--- config.mk ---
export PLATFORM = sky130hd
export DESIGN_NAME = tx_frame_scheduler
export DESIGN_NICKNAME = d
export VERILOG_FILES = /design/src/rtl/tx_frame_scheduler.sv
export SDC_FILE = /design/constraint.sdc
export NUM_CORES = 1
export LEC_CHECK = 0
export CAP_MARGIN = 20
export CORE_AREA = 4 4 164 166
export CTS_BUF_LIST = sky130_fd_sc_hd__clkbuf_2 sky130_fd_sc_hd__clkbuf_4 sky130_fd_sc_hd__clkbuf_8
export DETAILED_ROUTE_END_ITERATION = 7
export DIE_AREA = 0 0 168 170
export SLEW_MARGIN = 20
export SYNTH_ARGS = -nofsm -noshare
export SYNTH_HDL_FRONTEND = slang
export SYNTH_SLANG_ARGS = --single-unit
--- constraint.sdc ---
create_clock -name clk -period 2.19 [get_ports clk]
set_input_delay 0.438 -clock clk [delete_from_list [all_inputs] [get_ports clk]]
set_output_delay 0.438 -clock clk [all_outputs]
set_load 0.05 [all_outputs]
--- src/rtl/tx_frame_scheduler.sv ---
// tx_frame_scheduler: two-requester round-robin frame scheduler that hands
// one frame at a time to a serial transmitter and reports completion.
// Optional feature macro: TX_SCHED_CRC_EN adds a CRC-8 pass (poly 0x07,
// init 0x00, MSB first) over the frame bytes before launch; without it the
// crc output is tied to 8'h00 and launch follows the grant directly.
module tx_frame_scheduler (
    input  logic         clk,
    input  logic         reset_n,
    input  logic [1:0]   req_valid,
    input  logic [3:0]   req_size0,
    input  logic [3:0]   req_size1,
    input  logic [127:0] req_bits0,
    input  logic [127:0] req_bits1,
    output logic [1:0]   req_ack,
    input  logic [7:0]   cfg_baud,
    input  logic         cfg_baud_we,
    input  logic         txi,
    output logic         tf,
    output logic [3:0]   framesize,
    output logic [127:0] framebits,
    output logic [7:0]   crc,
    output logic [7:0]   baudrate,
    output logic         busy,
    output logic         done,
    output logic         done_id,
    output logic         err
);

    typedef enum logic [2:0] {
        ST_IDLE       = 3'd0,
        ST_CRC        = 3'd1,
        ST_LAUNCH     = 3'd2,
        ST_WAIT_START = 3'd3,
        ST_WAIT_END   = 3'd4
    } state_t;

    state_t         state_q, state_d;
    logic           last_q, last_d;
    logic           gnt_id_q, gnt_id_d;
    logic [3:0]     size_q, size_d;
    logic [127:0]   bits_q, bits_d;
    logic [7:0]     baud_out_q, baud_out_d;
    logic [7:0]     baud_reg_q, baud_reg_d;
    logic [3:0]     wait_cnt_q, wait_cnt_d;
    logic           done_q, done_d;
    logic           done_id_q, done_id_d;
    logic           err_q, err_d;

    logic           gnt_any_s;
    logic           gnt_sel_s;
    logic [3:0]     sel_size_s;
    logic [127:0]   sel_bits_s;

`ifdef TX_SCHED_CRC_EN
    logic [7:0]     crc_q, crc_d;
    logic [3:0]     byte_idx_q, byte_idx_d;

    // One byte of CRC-8 (poly 0x07), MSB first.
    function automatic logic [7:0] crc8_byte(input logic [7:0] c_in, input logic [7:0] data);
        logic [7:0] c;
        c = c_in ^ data;
        for (int i = 0; i < 8; i++) begin
            if (c[7]) begin
                c = {c[6:0], 1'b0} ^ 8'h07;
            end else begin
                c = {c[6:0], 1'b0};
            end
        end
        return c;
    endfunction
`endif

    // Round-robin arbitration: on a tie the requester not granted last wins.
    always_comb begin
        gnt_any_s = (state_q == ST_IDLE) && (req_valid != 2'b00) && txi;
        if (req_valid == 2'b11) begin
            gnt_sel_s = ~last_q;
        end else begin
            gnt_sel_s = req_valid[1];
        end
        if (gnt_sel_s) begin
            sel_size_s = req_size1;
            sel_bits_s = req_bits1;
        end else begin
            sel_size_s = req_size0;
            sel_bits_s = req_bits0;
        end
    end

    // Ack is combinational so it lands in the grant cycle; masked during reset.
    always_comb begin
        if (gnt_any_s && reset_n) begin
            req_ack = gnt_sel_s ? 2'b10 : 2'b01;
        end else begin
            req_ack = 2'b00;
        end
    end

    // Next-state and datapath update for the frame sequencer.
    always_comb begin
        state_d    = state_q;
        last_d     = last_q;
        gnt_id_d   = gnt_id_q;
        size_d     = size_q;
        bits_d     = bits_q;
        baud_out_d = baud_out_q;
        wait_cnt_d = wait_cnt_q;
        done_d     = 1'b0;
        done_id_d  = done_id_q;
        err_d      = 1'b0;
`ifdef TX_SCHED_CRC_EN
        crc_d      = crc_q;
        byte_idx_d = byte_idx_q;
`endif
        // A zero divisor is never stored.
        if (cfg_baud_we && (cfg_baud != 8'h00)) begin
            baud_reg_d = cfg_baud;
        end else begin
            baud_reg_d = baud_reg_q;
        end

        case (state_q)
            ST_IDLE: begin
                if (gnt_any_s) begin
                    last_d     = gnt_sel_s;
                    gnt_id_d   = gnt_sel_s;
                    size_d     = sel_size_s;
                    bits_d     = sel_bits_s;
                    // A same-cycle baud write applies to this grant.
                    baud_out_d = baud_reg_d;
`ifdef TX_SCHED_CRC_EN
                    crc_d      = 8'h00;
                    byte_idx_d = 4'd0;
`endif
                    if (sel_size_s == 4'd0) begin
                        done_d    = 1'b1;
                        done_id_d = gnt_sel_s;
                        state_d   = ST_IDLE;
                    end else begin
`ifdef TX_SCHED_CRC_EN
                        state_d = ST_CRC;
`else
                        state_d = ST_LAUNCH;
`endif
                    end
                end else begin
                    state_d = ST_IDLE;
                end
            end
            ST_CRC: begin
`ifdef TX_SCHED_CRC_EN
                crc_d      = crc8_byte(crc_q, bits_q[{byte_idx_q, 3'b000} +: 8]);
                byte_idx_d = byte_idx_q + 4'd1;
                if (byte_idx_q == (size_q - 4'd1)) begin
                    state_d = ST_LAUNCH;
                end else begin
                    state_d = ST_CRC;
                end
`else
                state_d = ST_IDLE;
`endif
            end
            ST_LAUNCH: begin
                wait_cnt_d = 4'd0;
                state_d    = ST_WAIT_START;
            end
            ST_WAIT_START: begin
                if (!txi) begin
                    state_d = ST_WAIT_END;
                end else if (wait_cnt_q == 4'd13) begin
                    // Fourteen idle cycles here puts done/err 15 cycles after tf.
                    done_d    = 1'b1;
                    err_d     = 1'b1;
                    done_id_d = gnt_id_q;
                    state_d   = ST_IDLE;
                end else begin
                    wait_cnt_d = wait_cnt_q + 4'd1;
                end
            end
            ST_WAIT_END: begin
                if (txi) begin
                    done_d    = 1'b1;
                    done_id_d = gnt_id_q;
                    state_d   = ST_IDLE;
                end else begin
                    state_d = ST_WAIT_END;
                end
            end
            default: begin
                state_d = ST_IDLE;
            end
        endcase
    end

    // State and datapath registers; reset discards any in-flight frame.
    always_ff @(posedge clk or negedge reset_n) begin
        if (!reset_n) begin
            state_q    <= ST_IDLE;
            last_q     <= 1'b1;
            gnt_id_q   <= 1'b0;
            size_q     <= 4'd0;
            bits_q     <= 128'd0;
            baud_out_q <= 8'd16;
            baud_reg_q <= 8'd16;
            wait_cnt_q <= 4'd0;
            done_q     <= 1'b0;
            done_id_q  <= 1'b0;
            err_q      <= 1'b0;
        end else begin
            state_q    <= state_d;
            last_q     <= last_d;
            gnt_id_q   <= gnt_id_d;
            size_q     <= size_d;
            bits_q     <= bits_d;
            baud_out_q <= baud_out_d;
            baud_reg_q <= baud_reg_d;
            wait_cnt_q <= wait_cnt_d;
            done_q     <= done_d;
            done_id_q  <= done_id_d;
            err_q      <= err_d;
        end
    end

`ifdef TX_SCHED_CRC_EN
    // CRC accumulator and byte pointer.
    always_ff @(posedge clk or negedge reset_n) begin
        if (!reset_n) begin
            crc_q      <= 8'h00;
            byte_idx_q <= 4'd0;
        end else begin
            crc_q      <= crc_d;
            byte_idx_q <= byte_idx_d;
        end
    end
    assign crc = crc_q;
`else
    assign crc = 8'h00;
`endif

    assign tf        = (state_q == ST_LAUNCH);
    assign busy      = (state_q != ST_IDLE);
    assign framesize = size_q;
    assign framebits = bits_q;
    assign baudrate  = baud_out_q;
    assign done      = done_q;
    assign done_id   = done_id_q;
    assign err       = err_q;

endmodule
== Word-level counts from Yosys, hierarchy flattened ==
Cells that the tools add are included.
Cells by class
  add/sub/neg operators: 1
  eq/ne operators: 12
  multiplexer cells: 28
  bitwise gates (word level): 1
  reductions and logical operators: 14
Operators by type and width (count)
  2-to-1 mux 128 bit: 1
  2-to-1 mux 1 bit: 12
  2-to-1 mux 3 bit: 4
  2-to-1 mux 4 bit: 3
  one-hot mux 3 bit (4 select lines): 1
  != test 2 bit (second input constant): 5
  2-to-1 mux 8 bit: 1
  one-hot mux 4 bit (2 select lines): 1
  nonzero test 8 bit: 1
  == test 3 x 2 -> 1 bit (second input constant): 2
  2-to-1 mux 2 bit: 3
  one-hot mux 1 bit (3 select lines): 2
  AND reduction 6 bit: 1
  nonzero test 3 bit: 2
  adder 4 x 1 -> 4 bit (second input constant): 1
  == test 4 bit (second input constant): 1
  logical AND 1 bit: 4
  zero test 4 bit: 1
  nonzero test 2 bit: 2
  == test 3 bit (second input constant): 1
  zero test 3 bit: 1
  != test 3 bit (second input constant): 1
  AND reduction 3 bit: 1
  == test 2 bit (second input constant): 1
  3 further kinds: 3
Word-level totals
  register bits after elaboration: 160
  bits of input ports: 278
  output and inout port bits: 155
  word-level logic and storage cells: 67

== Logic depth before layout (Yosys ltp) ==
  depth after elaboration: 7
  gate-level depth with buffers: 6
  gate-level depth less buffers: 6

== Worst setup path after synthesis ==
Ideal clock, no wire load.
  path kind: reg-to-output
  start point: register last_q
  end point: output req_ack[0]
  arrival time: 1.714 ns
  data required time: 1.752 ns
  path slack: 0.038 ns
  stages on the path, launching flop included: 6
  buffers on the path: 3
  cells stage by stage: dfstp_2 -> a21bo_2 -> clkbuf_1 -> buf_2 -> buf_2 -> and3_1
On the way
  longest elaborated chain between the ends: 4
RTL lines
  start: declaration: RTL line 38  | logic last_q, last_d;
  start signal: assignment: RTL line 211  | last_q <= last_d;
  inverter 1 bit: RTL line 77  | gnt_sel_s = ~last_q;
  2-to-1 mux 1 bit: RTL line 76  | if (req_valid == 2'b11) begin
  2-to-1 mux 2 bit: RTL line 93  | req_ack = gnt_sel_s ? 2'b10 : 2'b01;
  2-to-1 mux 2 bit: RTL line 92  | if (gnt_any_s && reset_n) begin
  end: declaration: RTL line 14  | output logic [1:0] req_ack,
No other way between the ends.

== Final worst setup path ==
  start point: register state_q[1]
  end point: output req_ack[0]
On the way
  longest elaborated chain between the ends: 5
RTL lines
  start: declaration: RTL line 37  | state_t state_q, state_d;
  start signal: assignment: RTL line 210  | state_q <= state_d;
  zero test 3 bit: RTL line 75  | gnt_any_s = (state_q == ST_IDLE) && (req_valid != 2'b00) && txi;
  logical AND 1 bit (2 in series): RTL line 75
  logical AND 1 bit: RTL line 92
  2-to-1 mux 2 bit: RTL line 92
No other way between the ends.

==> impl_metrics.csv <==
group,metric,value,unit
grt,grt_pass1_wl,42080,µm
worst_setup_path,cp_data_arrival_time,1.71,ns
outcome,outcome,"finished clean",
die,die_y,170,µm
sta,maxClockFrequency,0.4657,GHz
worst_setup_path,end_kind,"output port",
worst_setup_path,start_kind,"flop",
logic_synthesis,synth_compound_area_share,14.20,%
hold_path,holdPathStages,2,
logic_synthesis,synth-seq-area-share,54.78,%
sta,period_needed,2.147,ns
sta,holdWs,0.4746,ns
cts,insertion_delay,0.46,ns
worst_setup_path,crit_fanout,2,
drt,wl_per_cell,17.10,µm
pwr,irDropWorstVdd,0.9155,mV
die,die_area,28560,µm²
finish,fill_cells,2484,
flow_run,cap_violations,0,
sta,rsz0062_at_grt,"yes",
placement,dp_hpwl,20820,µm
sta,worst_pin_slew,0.8794,ns
grt,grt_max_degree,160,
worst_setup_path,worst_r2r_path_depth,5,
drt,viasPerCell,4.652,
drt,vias,7546,
sta,finalHoldViolCount,0,
grt,grt_use_total,18.69,%
logic_synthesis,synth_edf_count,0,
logic_synthesis,synth_top_family_by_area,"simple AND/OR/NAND/NOR gates",
logic_synthesis,ys_warn_count,0,
drt,drt_iter0_markers,410,
logic_synthesis,synth_seq_cells,160,
logic_synthesis,netlist_instances,856,
cts,cts_buffers,17,
logic_synthesis,yosys.area_share.adder,0.3421,%
logic_synthesis,synth_area_per_cell,8.546,µm²
cts,clkTransAtPathRegs,0.10,ns
pwr,p_leak,5.315,nW
logic_synthesis,synth_ff_type,"dfrtp_1",
cts,cts.sinks,160,
sta,slew_viol_final,0,
die,core-area,25620,µm²
die,ios,433,
placement,placed_area,12070,µm²
finish,ff_latch_area,4010,µm²
logic_synthesis,synth_top_area_share,53.70,%
finish,multi_input_area,2964,µm²
logic_synthesis,synthDistinctLibCells,37,
finish,drive_above_1_share,7.854,%
grt,antenna_found_initial,2,
logic_synthesis,synthXorXnorAreaFrac,0,%
cts,cts-root-buf,"clkbuf_8",
grt,grt_overflow_total,0,
cts,clock_path_buffers,2,
sta,maxSlewHeadroom,41.37,%
logic_synthesis,yosys.area_share.simple,24.30,%
logic_synthesis,synth-async-reset-ratio,100.0,%
drt,wirelength,27730,µm
drt,first_pass_iters,5,
sta,setup_viol,0,
die,die_w,168,µm
finish,synthToLayoutAreaGrowth,71.23,%
logic_synthesis,ys_top_cells_by_area,"dfrtp_1 54%, nand2_1 15%, a31oi_1 12%, nor2_1 7.3%, buf_4 2.9%",
placement,port_buffers,424,
logic_synthesis,synth_mux_area_share,0.7183,%
placement,gp_congestion,0.8444,
placement,pre_cts_ws,-0.009213,ns
worst_setup_path,required,1.75,ns
worst_setup_path,crit_type,"flop to output port",
finish,final_area,12530,µm²
sta,finClkSkew,0.02475,ns
drt,ant_nets,0,
logic_synthesis,synthesis.area,7316,µm²
die,start_util,28.56,%
drt,drc,0,
pwr,p_per_area,1490,nW/µm²
logic_synthesis,yosysTopAreaCell,"dfrtp_1",
sta,fin_crit_sh,98.04,%
finish,fin_nets,1553,
die,rows,59,
cts,htree_levels,4,
hold_path,hold_class,"flop to flop",
cts,cts_tree,"yes",
sta,postLayoutSetupSlackWorst,0.04291,ns
grt,grt_pass1_vias,7527,
-- flip-flops by register name, indices dropped and copies added, names as in the netlist --
signal	count
baud_reg_q	8
baudrate	8
done	1
done_id	1
err	1
framebits	128
framesize	4
gnt_id_q	1
last_q	1
state_q	3
wait_cnt_q	4
-- worst paths after layout --
path | from | end | slack [ns]
max in group asynchronous | reset_n | framebits[21]$_DFFE_PN0P_ | 0.81
min reg2reg | baud_reg_q[6]$_DFF_PN0_ | baud_reg_q[6]$_DFF_PN0_ | 0.47
max reg2reg | state_q[0]$_DFFE_PN0P_ | done_id$_DFFE_PN0P_ | 0.37
min | baud_reg_q[6]$_DFF_PN0_ | baud_reg_q[6]$_DFF_PN0_ | 0.47
max | state_q[1]$_DFFE_PN0P_ | req_ack[0] | 0.04
min in group asynchronous | reset_n | last_q$_DFFE_PN1P_ | 0.49
-- worst max-delay path, stage by stage (launching register included) --
cell     delay, ns
dfrtp_2       0.44
nor4b_4       0.31
o21a_4        0.17
and3_4        0.18
buf_12        0.14
-- cells in the mapped netlist, types with 2 or more instances --
| library cell | n |
|---|---|
| clkbuf_1 | 18 |
| or3b_2 | 3 |
| nor3_1 | 2 |
| buf_4 | 28 |
| dfstp_2 | 3 |
| ha_1 | 2 |
| buf_2 | 22 |
| a31oi_1 | 140 |
| mux2_4 | 2 |
| nand3_1 | 3 |
| a21oi_1 | 3 |
| nand2b_1 | 2 |
| o21ai_0 | 3 |
| mux2_2 | 2 |
| o21bai_1 | 2 |
| buf_1 | 4 |
| nor4_1 | 2 |
| dfrtp_1 | 157 |
| or4_1 | 2 |
| inv_1 | 2 |
| a21o_1 | 2 |
| a22o_1 | 5 |
| nor2_1 | 143 |
| nand2_1 | 289 |
| and3_1 | 3 |
-- placed cells by master (no fill, tap or decap), types with 6 or more instances in the layout --
cell             instances
clkdlybuf4s50_1        401
nand2_1                289
dfrtp_1                155
nor2_1                 142
a31oi_1                140
buf_4                   30
clkbuf_8                18
buf_12                  16
dlymetal6s2s_1          13
conb_1                   8
inv_6                    6
-- per-stage QoR --
| step | instances | setup TNS (ns) | power, W | utilization [%] |
|---|---|---|---|---|
| floorplan | 863 | 0 | 0.01230 | - |
| detailed placement | 1585 | -0.009213 | 0.01663 | 47.13 |
| CTS | 1621 | -0.02009 | 0.01889 | 48.75 |
| global placement | 1585 | 0 | 0.01653 | 47.13 |
| global route | 1622 | -0.1457 | 0.01967 | 48.90 |
| finish | 1622 | 0 | 0.01866 | 48.90 |
-- cells by family (layout without fill, tap and decap cells) --
kind of cell,count (synthesis),after routing
compound gates,162,162
fa+ha+maj,2,2
buf+inv,74,497
flops,160,160
mux,4,4
other cells,1,9
simple gates,453,453
-- report_power, final --
group	switching [W]	internal [W]	total [W]
Combinational	0.00740	0.00399	0.0114
Clock	0.00129	0.000876	0.00217
Sequential	0.000758	0.00435	0.00510
-- metal layers --
layer,vias up,GRT usage [%],routed length [µm]
met5,-,0,14
met4,2,5.187,527
met3,29,6.341,2425
met2,282,32.93,13740
met1,3538,21.79,11020
li1,3695,-,-
-- what timing repair did --
item                                    CTS  global route
hold endpoints to repair                  1             0
resized for setup                         6            15
pin swaps                                 0             2
buffers inserted                          3             0
endpoints found under the setup margin    3            16
hold buffers                              1             0
-- cell type report --
class,instances,area share (%)
diodes,1,0.01998
clock buffers,19,2.038
clock inverters,13,0.9289
inverters,2,0.05993
multi-input cells,629,23.66
flip-flops and latches,160,32.01
well taps,335,3.346
repair buffers,463,37.93
Note: power is estimated with default switching activity, not from simulation.
==> RTL edit 1, RTL diff (config.mk and constraints unchanged) <==
Put one more register stage on the output `err`, cleared by the reset. The value now appears one clock later. The other outputs are not delayed to match. Comments in the files are not updated.
--- a/src/rtl/tx_frame_scheduler.sv
+++ b/src/rtl/tx_frame_scheduler.sv
@@ -244,6 +244,12 @@
     assign baudrate  = baud_out_q;
     assign done      = done_q;
     assign done_id   = done_id_q;
-    assign err       = err_q;
+    always_ff @(posedge clk or negedge reset_n) begin
+        if (!reset_n) begin
+            err <= '0;
+        end else begin
+            err <= err_q;
+        end
+    end
 
 endmodule
Behaviour: no difference found for any inputs over 4 cycles, from zero or initial values and one cycle with reset_n low; that may be too few to reach the edited logic, so the function may still have changed.
==> RTL edit 1 against the unedited design <==
  * Setup slack got worse by 0.029 ns
  * Global-route usage shrank 0.97 points
  * Final area fell by 1.7%
  * Total power decreased by 0.91%
  * Critical endpoint unchanged
  * First-iteration DRC count rose by 16%
  * Clock skew is 0.0047 ns lower
  * Sequential cell count rose by 1
  * Synthesized area increased by 0.19%
  * Utilization down 0.83 points
  * Wire length decreased by 4.7%
==> RTL edit 1: results <==
export IMPL_wl_met3_um=2518
export IMPL_status="complete, no violations"
export IMPL_fillerInstances=2514
export IMPL_use_met3_pct=6.945
export IMPL_whs_endpoint="err$_DFF_PN0_"
export IMPL_synth_mux_area_share_pct=0.7170
export IMPL_worstRegToRegCells=6
export IMPL_place_congestion=0.7921
export IMPL_vias=7399
export IMPL_grt_pass1_wl_um=40610
export IMPL_cp_max_fo=3
export IMPL_place_area_um2=11900
export IMPL_relSlewSlack_pct=54.45
export IMPL_synth_cell_type_count=38
export IMPL_drt_iter0_markers=476
export IMPL_area_delta_synth_final_pct=68.03
export IMPL_clockPowerShare_pct=11.8
export IMPL_p_leak_nw=5.120
export IMPL_synth_common_cells="nand2_1 (289), dfrtp_1 (158), nor2_1 (143)"
export IMPL_r2r_start="state_q[1]$_DFFE_PN0P_"
export IMPL_timing_rr_end="framebits[66]$_DFFE_PN0P_"
export IMPL_synthTopCellsByArea="dfrtp_1 (54%), nand2_1 (15%), a31oi_1 (12%)"
export IMPL_seq_area_share_pct=32.76
export IMPL_nNonClkBuffers=444
export IMPL_multi_input_area_share_pct=23.99
export IMPL_met2_usage_pct=29.21
export IMPL_routed_wl_um=26440
export IMPL_drive_above_1_share_pct=6.230
export IMPL_seq_power_share_pct=27.8
export IMPL_dr_wl_met2_um=12450
## RTL edit 1: cell types whose count changed after synthesis
| cell | before | now |
|---|---|---|
| dfrtp_1 | 157 | 158 |
| nor4b_2 | 0 | 1 |
| buf_1 | 4 | 3 |
| nor4b_4 | 1 | 0 |
| clkbuf_1 | 18 | 26 |
| buf_6 | 0 | 1 |
| buf_2 | 22 | 14 |
## RTL edit 1: how the worst max path moves through the flow
stage / start / endpoint / cells past startpoint / slack, ns
after global placement: req_size0[2] / done_id$_DFFE_PN0P_ / 6 / -0.14
after global routing: state_q[1]$_DFFE_PN0P_ / req_ack[0] / 4 / -0.10
final: state_q[1]$_DFFE_PN0P_ / req_ack[0] / 4 / 0.01
after CTS: state_q[1]$_DFFE_PN0P_ / req_ack[0] / 4 / -0.02
after detailed placement: txi / framebits[33]$_DFFE_PN0P_ / 7 / -0.13
after floorplan: last_q$_DFFE_PN1P_ / req_ack[0] / 5 / 0.02
## RTL edit 1: stage by stage
stage          power [mW]  instances  worst slack, ns
2_1_floorplan       12.31        864          0.02230
3_3_place_gp        16.36       1569          -0.1387
3_5_place_dp        16.45       1569          -0.1345
4_1_cts             18.72       1603         -0.02183
5_1_grt             19.57       1604          -0.1036
6_report            18.49       1605          0.01425
## RTL edit 1: what timing repair did
| item | in CTS | in global routing |
|---|---|---|
| setup endpoints to repair | 3 | 3 |
| gates resized for setup | 7 | 2 |
| setup buffers | 1 | 0 |
| pin swaps | 1 | 0 |
| endpoints found under the hold margin | 1 | 0 |
| hold buffers | 1 | 0 |
## RTL edit 1: worst register-to-register path, delay by kind of cell (launching register included)
kind            cells  cell delay, ns
buf+inv             2            0.51
compound gates      2            0.34
simple gates        2            0.47
flops               1            0.43
==> RTL edit 2, RTL diff (same settings) <==
Made on the original files. The option `TX_SCHED_CRC_EN` is turned on by a define.
--- a/src/rtl/tx_frame_scheduler.sv
+++ b/src/rtl/tx_frame_scheduler.sv
@@ -3,6 +3,8 @@
 // Optional feature macro: TX_SCHED_CRC_EN adds a CRC-8 pass (poly 0x07,
 // init 0x00, MSB first) over the frame bytes before launch; without it the
 // crc output is tied to 8'h00 and launch follows the grant directly.
+`define TX_SCHED_CRC_EN
+
 module tx_frame_scheduler (
     input  logic         clk,
     input  logic         reset_n,
Check against the original RTL: not equivalent (Yosys sat finds a counterexample within 4 cycles, from zero or initial values and one cycle with reset_n low).
==> RTL edit 2 against the unedited design <==
  * The flow now finishes with violations (negative setup slack)
  * Sequential cell count up 12
  * Total power rose by 42%
  * Setup slack got worse by 0.37 ns
  * Clock power rose by 5%
  * Worst hold slack worse by 0.40 ns
  * Fmax is 15% lower
  * Synthesized area is 24% higher
  * Register-to-register slack got worse by 0.70 ns
  * Final area is 24% higher
  * Via count increased by 15%
  * Wire length up 37%
  * Synthesized cell count is 0.35% lower
  * Die area unchanged
  * Critical path type is now flop to flop
==> RTL edit 2: results <==
export IMPL_status="complete, but fails checks"
export IMPL_violations="negative setup slack"
export IMPL_synth_cell_type_count=43
export IMPL_postSynthCellCount=853
export IMPL_cp_max_fo=6
export IMPL_synthTopCellsByArea="dfrtp_1 (47%), mux2i_1 (17%), mux4_2 (8.2%)"
export IMPL_hpwl_um=31630
export IMPL_synth_common_cells="dfrtp_1 (169), mux2i_1 (150), nor2_1 (150)"
export IMPL_numPortBuffers=432
export IMPL_cpLargestDelayFamily="multiplexers"
export IMPL_peakVddDrop_mv=0.9115
export IMPL_drt_iter0_markers=585
export IMPL_synth_compound_area_share_pct=10.00
export IMPL_track_usage_pct=26.18
export IMPL_synth_xor_area_share_pct=3.487
export IMPL_setup_tns_ns=-2.232
export IMPL_drive_above_1_share_pct=25.14
export IMPL_synth_seq_area_share_pct=47.64
export IMPL_crit_slowest_cell="mux4_2"
export IMPL_viasPerCell=4.903
export IMPL_place_congestion=0.8663
export IMPL_slowest_delay_ns=0.52
export IMPL_vias=8689
export IMPL_worst_pin_slew_ns=0.7460
export IMPL_worstRegToRegCells=9
export IMPL_setup_viol=8
export IMPL_hp_class="primary input to async pin"
export IMPL_p_leak_nw=6.782
export IMPL_final_nets=1705
export IMPL_synth_mux_area_share_pct=25.47
export IMPL_fillerInstances=2262
export IMPL_synth_adder_area_share_pct=0.5535
export IMPL_setup_slack_ns=-0.3279
export IMPL_antenna_found_initial=1
export IMPL_grt_max_degree=125
export IMPL_grt_pass1_vias=8965
export IMPL_clock_skew_ns=0.02850
export IMPL_grt_pass1_wl_um=56070
export IMPL_cp_arrival_ns=2.85
export IMPL_p_int_mw=13.30
export IMPL_routed_wl_um=38110
## RTL edit 2: cell type report
class                   instances  area [um^2]  area share [%]
clock inverters                14        151.4          0.9762
repair buffers                612         5757           37.12
inverters                       6        22.52          0.1452
flip-flops and latches        172         4350           28.05
well taps                     335        419.2           2.703
diodes                          1        2.502         0.01614
clock buffers                  18        241.5           1.557
multi-input cells             614         4564           29.43
## RTL edit 2: kinds of logic (layout without fill, tap and decap cells)
| kind of cell | after synthesis | after routing |
|---|---|---|
| AO/OA/AOI/OAI | 174 | 174 |
| flip-flops | 172 | 172 |
| buffers and inverters | 67 | 650 |
| other | 0 | 1 |
| multiplexers | 188 | 188 |
| adder cells (fa/ha/maj) | 4 | 4 |
| XOR/XNOR | 31 | 31 |
| AND/OR/NAND/NOR | 217 | 217 |
## RTL edit 2: repair_timing
item | CTS | global route
setup endpoints to repair | 72 | 23
gates resized for setup | 71 | 20
pin swaps | 12 | 7
hold endpoints to repair | 0 | 0
buffers inserted | 16 | 2
## RTL edit 2: power groups by stage
stage	clock network [mW]	registers, mW	logic [mW]
2_1_floorplan	0	10.4	6.11
3_3_place_gp	0	6.46	17.4
3_5_place_dp	0	6.44	17.5
4_1_cts	2.34	6.37	17.6
6_report	2.28	6.35	17.8
5_1_grt	2.48	6.51	18.9
## RTL edit 2: through the flow
step	setup WS [ns]	instance area (um^2)	total power, mW	hold slack (ns)	util, %
3_5_place_dp	-0.3355	14900	23.96	0.4583	58.18
2_1_floorplan	-0.2150	9128	16.54	0.1424	-
3_3_place_gp	-0.3196	14900	23.87	0.4507	58.18
6_report	-0.3279	15510	26.44	0.07121	60.54
5_1_grt	-0.4170	15510	27.92	0.1299	60.54
4_1_cts	-0.3386	15400	26.32	0.1394	60.11
## RTL edit 2: metal layers
metal / track usage [%] / up-vias / wire length [um]
met5: 0 / - / 0
met3: 6.318 / 25 / 2680
met2: 47.17 / 323 / 20040
li1: - / 4164 / -
met1: 32.09 / 4177 / 14940
met4: 5.469 / 0 / 450
## RTL edit 2: worst paths after layout
| kind | from | to |
|---|---|---|
| setup / recovery | byte_idx_q[1]$_DFFE_PN0P_ | crc[0]$_DFFE_PN0P_ |
| hold / removal | reset_n | err$_DFF_PN0_ |
| setup reg to reg | byte_idx_q[1]$_DFFE_PN0P_ | crc[0]$_DFFE_PN0P_ |
| hold reg to reg | baud_reg_q[0]$_DFF_PN0_ | baud_reg_q[0]$_DFF_PN0_ |
| max in group asynchronous | reset_n | framebits[34]$_DFFE_PN0P_ |
| min in group clk | baud_reg_q[0]$_DFF_PN0_ | baud_reg_q[0]$_DFF_PN0_ |
